--- config.mk ---
export PLATFORM = sky130hd
export DESIGN_NAME = low_power_fft_8
export DESIGN_NICKNAME = d
export VERILOG_FILES = /design/src/rtl/fft8_pkg.sv /design/src/rtl/fft8_butterfly.sv /design/src/rtl/low_power_fft_8.sv
export SDC_FILE = /design/constraint.sdc
export NUM_CORES = 1
export LEC_CHECK = 0
export ABC_AREA = 1
export BUFFER_PORTS_ARGS = -buffer_cell sky130_fd_sc_hd__buf_2
export CAP_MARGIN = 25
export CORE_MARGIN = 2
export CORE_UTILIZATION = 45
export DETAILED_ROUTE_END_ITERATION = 8
export MAX_ROUTING_LAYER = met4
export PLACE_DENSITY = 0.62
export SETUP_SLACK_MARGIN = 0.5
export SKIP_LAST_GASP = 1
export SLEW_MARGIN = 30
export SYNTH_ARGS = -nofsm -noshare
export SYNTH_HDL_FRONTEND = slang
export SYNTH_HIERARCHICAL = 1
export SYNTH_SLANG_ARGS = --single-unit
--- constraint.sdc ---
create_clock -name clk -period 31.9 [get_ports clk]
set_clock_uncertainty 0.05 [all_clocks]
set_input_delay 4.785 -clock clk [delete_from_list [all_inputs] [get_ports clk]]
set_output_delay 4.785 -clock clk [all_outputs]
set_load 0.005 [all_outputs]
--- src/rtl/fft8_pkg.sv ---
// Shared constants and helpers for the 8-point radix-2 DIT FFT.
// Twiddles are Q1.8: 256 is unity, 181 approximates cos(pi/4).
package fft8_pkg;

  localparam int N       = 8;
  localparam int LOG2N   = 3;
  localparam int GUARD   = 4;
  localparam int TW_FRAC = 8;
  localparam int TW_ONE  = 256;
  localparam int TW_R2   = 181;

  localparam logic [1:0] ST_IDLE    = 2'd0;
  localparam logic [1:0] ST_COMPUTE = 2'd1;
  localparam logic [1:0] ST_OUTPUT  = 2'd2;

  function automatic logic [LOG2N-1:0] bit_rev(input logic [LOG2N-1:0] idx);
    logic [LOG2N-1:0] r;
    for (int b = 0; b < LOG2N; b++) r[b] = idx[LOG2N-1-b];
    return r;
  endfunction

endpackage

--- src/rtl/fft8_butterfly.sv ---
// Combinational complex butterfly A +/- W8^k * B with Q1.8 twiddles.
// Operands are forced to zero when idle so the adders and multipliers stay quiet.
module fft8_butterfly
  import fft8_pkg::*;
#(
  parameter int W = 13
) (
  input  logic                en,
  input  logic [1:0]          k,
  input  logic signed [W-1:0] a_r,
  input  logic signed [W-1:0] a_i,
  input  logic signed [W-1:0] b_r,
  input  logic signed [W-1:0] b_i,
  output logic signed [W-1:0] y0_r,
  output logic signed [W-1:0] y0_i,
  output logic signed [W-1:0] y1_r,
  output logic signed [W-1:0] y1_i
);

  localparam int W1 = W + 1;
  localparam int PW = W + TW_FRAC + 2;

  logic signed [W-1:0]  ar, ai, br, bi, mb_r, mb_i, wb_r, wb_i;
  logic signed [W1-1:0] b_sum, b_dif;
  logic signed [PW-1:0] p_sum, p_dif;

  // Round to nearest after the Q1.8 shift, ties away from zero.
  function automatic logic signed [W-1:0] round_q(input logic signed [PW-1:0] p);
    logic signed [PW-1:0] mag;
    mag = p[PW-1] ? -p : p;
    mag = (mag + PW'(TW_ONE / 2)) >>> TW_FRAC;
    return p[PW-1] ? -mag[W-1:0] : mag[W-1:0];
  endfunction

  always_comb begin
    ar   = en ? a_r : '0;
    ai   = en ? a_i : '0;
    br   = en ? b_r : '0;
    bi   = en ? b_i : '0;
    mb_r = (en && k[0]) ? b_r : '0;
    mb_i = (en && k[0]) ? b_i : '0;
    b_sum = W1'(mb_r) + W1'(mb_i);
    b_dif = W1'(mb_i) - W1'(mb_r);
    p_sum = PW'(b_sum) * PW'(TW_R2);
    p_dif = PW'(b_dif) * PW'(TW_R2);
    // Odd k share one constant multiply each on (br+bi) and (bi-br).
    case (k)
      2'd0: begin
        wb_r = br;
        wb_i = bi;
      end
      2'd1: begin
        wb_r = round_q(p_sum);
        wb_i = round_q(p_dif);
      end
      2'd2: begin
        wb_r = bi;
        wb_i = -br;
      end
      default: begin
        wb_r = round_q(p_dif);
        wb_i = -round_q(p_sum);
      end
    endcase
    y0_r = ar + wb_r;
    y0_i = ai + wb_i;
    y1_r = ar - wb_r;
    y1_i = ai - wb_i;
  end

endmodule

--- src/rtl/low_power_fft_8.sv ---
// Serial-in/serial-out 8-point FFT sharing one butterfly across all 12 butterflies.
// Frames load independently of the engine; one start can be held pending.
module low_power_fft_8
  import fft8_pkg::*;
#(
  parameter int width = 9
) (
  input  logic                    clk,
  input  logic                    rstn,
  input  logic                    start,
  input  logic                    vld_in,
  input  logic signed [width-1:0] in,
  output logic signed [width-1:0] out_r,
  output logic signed [width-1:0] out_i,
  output logic                    vld_out
);

  localparam int MW = width + GUARD;
  localparam logic signed [MW-1:0] SAT_HI = MW'((2 ** (width - 1)) - 1);
  localparam logic signed [MW-1:0] SAT_LO = MW'(-(2 ** (width - 1)));

  logic signed [width-1:0] x_q [N], x_d [N];
  logic signed [MW-1:0]    mr_q [N], mr_d [N], mi_q [N], mi_d [N];
  logic [LOG2N-1:0]        ptr_q, ptr_d;
  logic [1:0]              state_q, state_d;
  logic [3:0]              cnt_q, cnt_d;
  logic                    pend_q, pend_d;
  logic                    vld_q, vld_d;
  logic signed [width-1:0] out_r_q, out_r_d, out_i_q, out_i_d;
  logic                    load, bf_en, mem_en;
  logic [1:0]              bf_k;
  logic [LOG2N-1:0]        top_idx, bot_idx;
  logic signed [MW-1:0]    y0_r, y0_i, y1_r, y1_i;

  function automatic logic signed [width-1:0] sat(input logic signed [MW-1:0] v);
    if (v > SAT_HI) return SAT_HI[width-1:0];
    if (v < SAT_LO) return SAT_LO[width-1:0];
    return v[width-1:0];
  endfunction

  always_comb begin
    x_d   = x_q;
    ptr_d = ptr_q;
    if (vld_in) begin
      x_d[ptr_q] = in;
      ptr_d      = ptr_q + LOG2N'(1);
    end
    if (start) ptr_d = '0;
  end

  // cnt_q[3:2] is the stage, cnt_q[1:0] the butterfly within it.
  always_comb begin
    bf_k    = '0;
    top_idx = '0;
    bot_idx = '0;
    case (cnt_q[3:2])
      2'd0: begin
        top_idx = {cnt_q[1:0], 1'b0};
        bot_idx = {cnt_q[1:0], 1'b1};
      end
      2'd1: begin
        top_idx = {cnt_q[1], 1'b0, cnt_q[0]};
        bot_idx = {cnt_q[1], 1'b1, cnt_q[0]};
        bf_k    = {cnt_q[0], 1'b0};
      end
      default: begin
        top_idx = {1'b0, cnt_q[1:0]};
        bot_idx = {1'b1, cnt_q[1:0]};
        bf_k    = cnt_q[1:0];
      end
    endcase
  end

  fft8_butterfly #(.W(MW)) u_bfly (
    .en   (bf_en),
    .k    (bf_k),
    .a_r  (mr_q[top_idx]),
    .a_i  (mi_q[top_idx]),
    .b_r  (mr_q[bot_idx]),
    .b_i  (mi_q[bot_idx]),
    .y0_r (y0_r),
    .y0_i (y0_i),
    .y1_r (y1_r),
    .y1_i (y1_i)
  );

  always_comb begin
    state_d = state_q;
    cnt_d   = cnt_q;
    pend_d  = pend_q;
    vld_d   = 1'b0;
    out_r_d = '0;
    out_i_d = '0;
    load    = 1'b0;
    bf_en   = 1'b0;
    mr_d    = mr_q;
    mi_d    = mi_q;
    case (state_q)
      ST_IDLE: begin
        if (start) begin
          load    = 1'b1;
          state_d = ST_COMPUTE;
          cnt_d   = '0;
        end
      end
      ST_COMPUTE: begin
        bf_en         = 1'b1;
        mr_d[top_idx] = y0_r;
        mi_d[top_idx] = y0_i;
        mr_d[bot_idx] = y1_r;
        mi_d[bot_idx] = y1_i;
        if (start) pend_d = 1'b1;
        if (cnt_q == 4'd11) begin
          state_d = ST_OUTPUT;
          cnt_d   = '0;
        end else begin
          cnt_d = cnt_q + 4'd1;
        end
      end
      ST_OUTPUT: begin
        vld_d   = 1'b1;
        out_r_d = sat(mr_q[cnt_q[2:0]]);
        out_i_d = sat(mi_q[cnt_q[2:0]]);
        if (cnt_q == 4'd7) begin
          cnt_d = '0;
          if (pend_q || start) begin
            load    = 1'b1;
            pend_d  = 1'b0;
            state_d = ST_COMPUTE;
          end else begin
            state_d = ST_IDLE;
          end
        end else begin
          cnt_d = cnt_q + 4'd1;
          if (start) pend_d = 1'b1;
        end
      end
      default: state_d = ST_IDLE;
    endcase
    // Copy from x_d so a sample arriving alongside start is included.
    if (load) begin
      for (int i = 0; i < N; i++) begin
        mr_d[i] = MW'(x_d[bit_rev(LOG2N'(i))]);
        mi_d[i] = '0;
      end
    end
    mem_en = load | bf_en;
  end

  always_ff @(posedge clk) begin
    if (rstn) begin
      state_q <= ST_IDLE;
      ptr_q   <= '0;
      cnt_q   <= '0;
      pend_q  <= 1'b0;
      vld_q   <= 1'b0;
      out_r_q <= '0;
      out_i_q <= '0;
    end else begin
      state_q <= state_d;
      ptr_q   <= ptr_d;
      cnt_q   <= cnt_d;
      pend_q  <= pend_d;
      vld_q   <= vld_d;
      out_r_q <= out_r_d;
      out_i_q <= out_i_d;
    end
  end

  // Data storage is never reset and only clocks when it has something to hold.
  always_ff @(posedge clk) begin
    if (vld_in) x_q <= x_d;
    if (mem_en) begin
      mr_q <= mr_d;
      mi_q <= mi_d;
    end
  end

  assign out_r   = out_r_q;
  assign out_i   = out_i_q;
  assign vld_out = vld_q;

endmodule

Word-level counts from Yosys, hierarchy flattened
Index checks and enable logic that the tools add are counted.
- register bits after elaboration: 309
- input port bits: 13
- output and inout port bits: 19
- $add $sub $neg: 16
- multipliers: 2
- $lt $le $gt $ge: 11
- equality and inequality tests: 11
- mux-type cells: 85
- bitwise operators: 6
- reduce and logical (&&, ||, !) cells: 17
- operators by type and width (kind ; number):
    bitwise mux 104 bit ; 4
    2-to-1 mux 104 bit ; 3
    2-to-1 mux 13 bit ; 22
    binary-select mux 13 bit (select 3 bit) ; 6
    2-to-1 mux 9 bit ; 9
    demux 13 bit (select 3 bit) ; 2
    one-hot mux 13 bit (3 select lines) ; 2
    bitwise mux 72 bit ; 1
    2-to-1 mux 72 bit ; 1
    negator 13 bit ; 4
    multiplier 14 x 9 -> 23 bit, second input constant ; 2
    adder 21 x 9 -> 21 bit, second input constant ; 2
    2-to-1 mux 21 bit ; 2
    negator 21 bit ; 2
    demux 9 bit (select 3 bit) ; 1
    adder 13 bit ; 2
    > comparator 13 x 9 -> 1 bit, second input constant ; 2
    less-than comparator 13 x 9 -> 1 bit, second input constant ; 2
    subtractor 13 bit ; 2
    2-to-1 mux 1 bit ; 19
    >= comparator 4 bit, second input constant ; 4
    inverter 3 -> 4 bit ; 4
    adder 13 x 13 -> 14 bit ; 1
    subtractor 13 x 13 -> 14 bit ; 1
    26 further kinds ; 48

Logic depth before layout (Yosys ltp)
- depth after elaboration: 20
- mapped depth: 86

Modules after synthesis
The synthesis kept the hierarchy.
- modules (own cells, without submodules) (module ; instances ; cells an instance ; area an instance (µm²)):
    low_power_fft_8 ; 1 ; 2533 ; 19511.2
    fft8_butterfly ; 1 ; 1966 ; 12209.2

Worst setup path before layout
Ideal clock, no wire load.
- path kind: register to register
- start: reg state_q[1]
- end: reg mi_q[76] (netlist bit), data pin
- setup time: 0.152 ns
- arrival time: 11.241 ns
- slack: 20.457 ns
- cell stages (with the launch flop): 71
- buffers on the path: 4
- path through: dfxtp_1 inv_1 ha_1 buf_6 buf_6 clkbuf_1 clkbuf_1 nand2_1 nor2_1 ha_1 ha_1 nor2_1 o21ai_0 a21oi_1 o21bai_1 nand2_1 a21oi_1 or2_2 [... 35 more ...] a21oi_1 nor3_1 or2_2 ha_1 o31ai_1 a21oi_1 o21bai_1 a21oi_1 o21bai_1 a21oi_1 nor2_1 nor2_1 inv_1 a21oi_1 o21ai_0 xor2_1 o21ai_0 a31oi_1
- elaborated cells between the ends (all ways): 33
- classes of those cells: 12 x add/sub; 2 x mul; 2 x eq/ne; 15 x mux; 2 x reduce/logical
- RTL lines (element ; RTL line ; RTL):
    start, declared ; low_power_fft_8.sv:25 ; logic [1:0] state_q, state_d;
    start signal, assigned ; low_power_fft_8.sv:160 ; state_q <= state_d;
    equality test 2 x 1 -> 1 bit (*) ; low_power_fft_8.sv:98 ; case (state_q)
    2-to-1 mux 1 bit (*) ; low_power_fft_8.sv:98 ;
    net bf_en ; low_power_fft_8.sv:30 ; logic load, bf_en, mem_en;
    logical AND 1 bit ; fft8_butterfly.sv:40, fft8_butterfly.sv:41 ;
    2-to-1 mux 13 bit, on equally long branches ; fft8_butterfly.sv:40, fft8_butterfly.sv:41 ;
    adder 13 x 13 -> 14 bit ; fft8_butterfly.sv:42 ; b_sum = W1'(mb_r) + W1'(mb_i);
    multiplier 14 x 9 -> 23 bit ; fft8_butterfly.sv:44 ; p_sum = PW'(b_sum) * PW'(TW_R2);
    negator 21 bit ; fft8_butterfly.sv:30 ; mag = p[PW-1] ? -p : p;
    [... 2 more ...] ; n/a ;
    negator 13 bit ; fft8_butterfly.sv:32 ; return p[PW-1] ? -mag[W-1:0] : mag[W-1:0];
    2-to-1 mux 13 bit ; fft8_butterfly.sv:32 ;
    negator 13 bit ; fft8_butterfly.sv:62 ; wb_i = -round_q(p_sum);
    one-hot mux 13 bit (3 select lines) ; fft8_butterfly.sv:47 ; case (k)
    subtractor 13 bit (*) ; fft8_butterfly.sv:68 ; y1_i = ai - wb_i;
    net y1_i[11] ; low_power_fft_8.sv:33 ; logic signed [MW-1:0] y0_r, y0_i, y1_r, y1_i;
    bitwise mux 104 bit (*) ; low_power_fft_8.sv:111 ; mi_d[bot_idx] = y1_i;
    2-to-1 mux 104 bit (*) ; low_power_fft_8.sv:98 ;
    end signal, assigned ; low_power_fft_8.sv:175 ; mi_q <= mi_d;
    end, declared ; low_power_fft_8.sv:23 ; logic signed [MW-1:0] mr_q [N], mr_d [N], mi_q [N], mi_d [N];
Mark *: on every way through the listed nets, which the timed path passes. The rest lies on a longest branch. The select of a mux whose other input is x is not followed.
A chain may end at the register's enable or synchronous reset.

Worst setup path in the final report
- start: reg cnt_q[2]
- end: reg mi_q[37] (netlist bit), data pin
- elaborated cells between the ends (all ways): 60
- classes of those cells: 12 x add/sub; 2 x mul; 4 x order compare; 4 x eq/ne; 31 x mux; 2 x bitwise; 5 x reduce/logical
- RTL lines (element ; RTL line ; RTL):
    start, declared ; low_power_fft_8.sv:26 ; logic [3:0] cnt_q, cnt_d;
    start signal, assigned ; low_power_fft_8.sv:162 ; cnt_q <= cnt_d;
    equality test 2 x 1 -> 1 bit / zero test 2 bit (equally long branches) ; low_power_fft_8.sv:56 ; case (cnt_q[3:2])
    one-hot mux 3 bit (2 select lines) ; low_power_fft_8.sv:56 ;
    inverter 3 -> 4 bit (implied by the code) ; low_power_fft_8.sv:79, low_power_fft_8.sv:80 ;
    binary-select mux 13 bit (select 3 bit), on equally long branches ; low_power_fft_8.sv:79, low_power_fft_8.sv:80 ;
    2-to-1 mux 13 bit, on equally long branches (2 in a row) ; low_power_fft_8.sv:79, low_power_fft_8.sv:80 ;
    2-to-1 mux 13 bit, on equally long branches ; fft8_butterfly.sv:40, fft8_butterfly.sv:41 ;
    adder 13 x 13 -> 14 bit ; fft8_butterfly.sv:42 ;
    multiplier 14 x 9 -> 23 bit ; fft8_butterfly.sv:44 ;
    [... 3 more ...] ; n/a ;
    negator 13 bit ; fft8_butterfly.sv:32 ;
    2-to-1 mux 13 bit ; fft8_butterfly.sv:32 ;
    negator 13 bit ; fft8_butterfly.sv:62 ;
    one-hot mux 13 bit (3 select lines) ; fft8_butterfly.sv:47 ;
    subtractor 13 bit (*) ; fft8_butterfly.sv:68 ;
    net y1_i[11] ; low_power_fft_8.sv:33 ;
    bitwise mux 104 bit (*) ; low_power_fft_8.sv:111 ;
    2-to-1 mux 104 bit (*) ; low_power_fft_8.sv:98 ;
Marks and branches as above.

==> metrics.md <==
| Metric | Value |
|---|---|
| First-pass GRT wire length | `roughly 170000 um` |
| Storage element area | `roughly 9000 um^2` |
| Synth Warn # | `6` |
| Initial core utilization | `around 45%` |
| Ratio of cells with drive above 1 in the final layout | `under 10%` |
| Yosys top cell area share | `between 20% and 30%` |
| IO Pins | `32` |
| Fill count | `slightly above 7000` |
| TNS Setup | `0 ns` |
| Leakage power | `roughly 16 nW` |
| Top_reg_cell synth | `edfxtp_1` |
| Core ar. | `between 60000 and 70000 um^2` |
| Routability Congestion | `roughly 1` |
| Residual DRC | `0` |
| Worst hold stages | `2` |
| I/O Buffers | `31` |
| GRT Resource Usage Total | `a little under a third` |
| Final worst slack | `about 16 ns` |
| Average size of a mapped cell | `7.05 um^2` |
| Vias per Instance | `5.77` |
| Highest net fanout along the worst path | `72` |
| HP Class | `register to register` |
| Synth Area in Compound Gates | `between 20% and 30%` |
| CP required | `between 30 and 40 ns` |
| Area grow syn2layout | `6.10%` |
| Worst rel slew slack | `28.9%` |
| Cell repeated most along the worst path | `inv_1` |
| Cts hold-fix bufs | `0` |
| CTS tree | `done` |
| Clk slew on worst S/H paths | `roughly 0.060 ns` |
| Tmin final | `roughly 16 ns` |
| Commonest cells in the netlist | `nand2_1 (1032), inv_1 (654), o21ai_0 (396)` |
| Final-stage net count | `roughly 4700` |
| Post-DP HPWL | `~82000 um` |
| Vias in the first global route | `roughly 29000` |
| Initial antenna violation count | `4` |
| Post-Synth XOR/XNOR Area | `3.39%` |
| Worst hold start | `state_q[0]` |
| Die Ht | `around 270 um` |
| TritonCTS buffer count | `36` |
| Worst reg2reg startpoint | `cnt_q[2]` |
| Worst path arrival time | `~16 ns` |
| Wire per inst | `~21 um` |
| Most frequent cell after synthesis | `nand2_1` |
| Max Freq | `64.0 MHz` |
| Multi-input gate area | `19200 um^2` |
| Row count | `97` |
| Die W | `between 200 and 300 um` |
| RSZ-0062 raised after global routing | `no` |
| Net Count, Synth | `4796` |
| Mux share of post-synthesis cell area | `less than 1%` |
| Post-Synth Simple-Gate Area | `a little under a quarter` |
| Fin. Hold Viols | `0` |
| Drt initial violations | `between 3000 and 4000` |
| Die footprint | `72600 um^2` |
| CTS resizes | `0` |
| Sink Count | `309` |
| Period Utilization, post-route | `49.0%` |
| Antenna-violating nets left | `0` |
| Endpoint type of the worst setup path | `register` |
| Hold EP | `state_q[0]` |
| Worst-skew pair later-pin latency | `0.56 ns` |
| Via count | `about 31000` |
| Largest family of logic cells by synthesized area | `simple AND/OR/NAND/NOR gates` |
| Asr flop ratio synth | `0%` |
| Clk root buf | `clkbuf_16` |
| Total power | `between 2 and 3 mW` |
| CP startpoint kind | `register` |
| Total Wirelength | `114000 um` |
| Synthesized-area fraction occupied by adder cells | `about an eighth` |
| Syn Inst Count | `approximately 4500` |
| Seq/Total Area, Yosys | `28.3%` |
| H-tree depth | `2` |
| Critical path class | `register to register` |
| Drt first pass iters | `6` |
| Clock Path Buffers | `3` |
| Status | `finished clean` |
| Largest net degree at the start of global routing | `78` |
| Mapped Area | `31700 um^2` |
| VDD IR max | `between 0.05 and 0.06 mV` |
| Reg2reg path depth | `just under 70` |
| Maxcap violations | `0` |
| Final Setup Violations | `0` |
| Yosys cell types | `67` |
| Global route total overflow | `0` |
| FF+latch count, synth | `approximately 310` |
| Post-place setup slack | `16.65 ns` |
| Reg2reg end | `mi_q[37]` |
| Tightest Pin Transition | `between 1 and 1.5 ns` |
| Diode count | `0` |
| Synth top area cells | `edfxtp_1 (27%), nand2_1 (12%), ha_1 (8.3%), inv_1 (7.7%), o21ai_0 (6.2%)` |
| Yosys top cell by area | `edfxtp_1` |
| Crit path max-delay cell type | `o31ai_1` |
| EDFF count, synth | `280` |
| Reg2Reg Setup Slack | `about 16 ns` |
| Max-slew violations | `0` |
| Number of setup buffers added after CTS | `0` |
| CP max stage delay | `~0.85 ns` |
| Power density cells | `around 76 nW/um^2` |
layer usage:
metal	vias up	GRT usage (%)	share of wire, %
li1	14800	-	-
met1	14300	41.8	42
met5	-	-	0
met4	0	12.7	4.6
met2	1596	47.8	43
met3	306	5.52	10
placed cells by master (no fill, tap or decap), types with 34 or more instances in the layout:
master | netlist | routed
o22ai_1 | 77 | 77
nor2_1 | 354 | 351
o21ai_0 | 396 | 396
ha_1 | 210 | 209
buf_4 | 20 | 56
a31oi_1 | 38 | 38
fa_1 | 74 | 74
o31ai_1 | 50 | 46
o21ai_1 | 34 | 34
a21oi_1 | 372 | 372
edfxtp_1 | 280 | 280
xor2_1 | 97 | 96
nand2_1 | 1032 | 1032
o211ai_1 | 52 | 52
nand3_1 | 194 | 194
inv_1 | 654 | 653
clkbuf_16 | 0 | 36
power by group:
part           switching [mW]  internal [mW]  total, mW
Sequential             0.0993          0.650      0.750
Clock                   0.182          0.244      0.425
Combinational            1.01          0.363       1.37
Total                    1.29           1.26       2.55
sequential cells by signal, summed over array words and instances (netlist names):
| signal | count |
|---|---|
| vld_out | 1 |
| state_q | 2 |
| out_i | 9 |
| out_r | 9 |
| pend_q | 1 |
| ptr_q | 3 |
| x_q | 72 |
| cnt_q | 4 |
| mi_q | 104 |
| mr_q | 104 |
cells by family after synthesis:
logic type      Yosys count
buf+inv                 899
compound gates         1128
simple gates           1755
mux                       2
flops                   309
fa+ha+maj               284
xor+xnor                122
through the flow:
step / hold slack (ns) / cell area, um^2 / utilization [%] / instances
after floorplan: 0.422 / 31700 / - / 4499
after global placement: 0.463 / 32500 / 46.4 / 5313
after detailed placement: 0.466 / 32500 / 46.4 / 5313
after CTS: 0.475 / 33600 / 48.1 / 5378
after global routing: 0.502 / 33700 / 48.1 / 5378
final: 0.473 / 33700 / 48.1 / 5378
layout make-up:
| type | count | share of cell area, % |
|---|---|---|
| multi-input combinational | 3291 | 56.9 |
| clock inverter | 17 | 0.546 |
| inverter | 687 | 7.68 |
| timing repair buffer | 86 | 1.70 |
| clock buffer | 48 | 2.93 |
| sequential | 309 | 26.7 |
| tap | 940 | 3.49 |
worst max-delay path, delay by kind of cell, from the launching register on:
kind,cells,cell delay (ns)
AO/OA/AOI/OAI,21,4.31
AND/OR/NAND/NOR,17,3.53
adder cells (fa/ha/maj),10,3.52
buffers and inverters,18,2.85
XOR/XNOR,2,0.82
flip-flops,1,0.32
how the worst max path moves through the flow:
stage	start	to	slack [ns]	cells past startpoint
global route	cnt_q[0]	mi_q[76]	15.01	75
finish	cnt_q[2]	mi_q[37]	16.27	68
global placement	cnt_q[2]	mi_q[89]	16.91	76
detailed placement	cnt_q[2]	mi_q[37]	16.65	74
floorplan	state_q[1]	mi_q[76]	20.46	70
CTS	cnt_q[2]	mi_q[76]	16.65	74
Power figures use the tool's default switching activity.
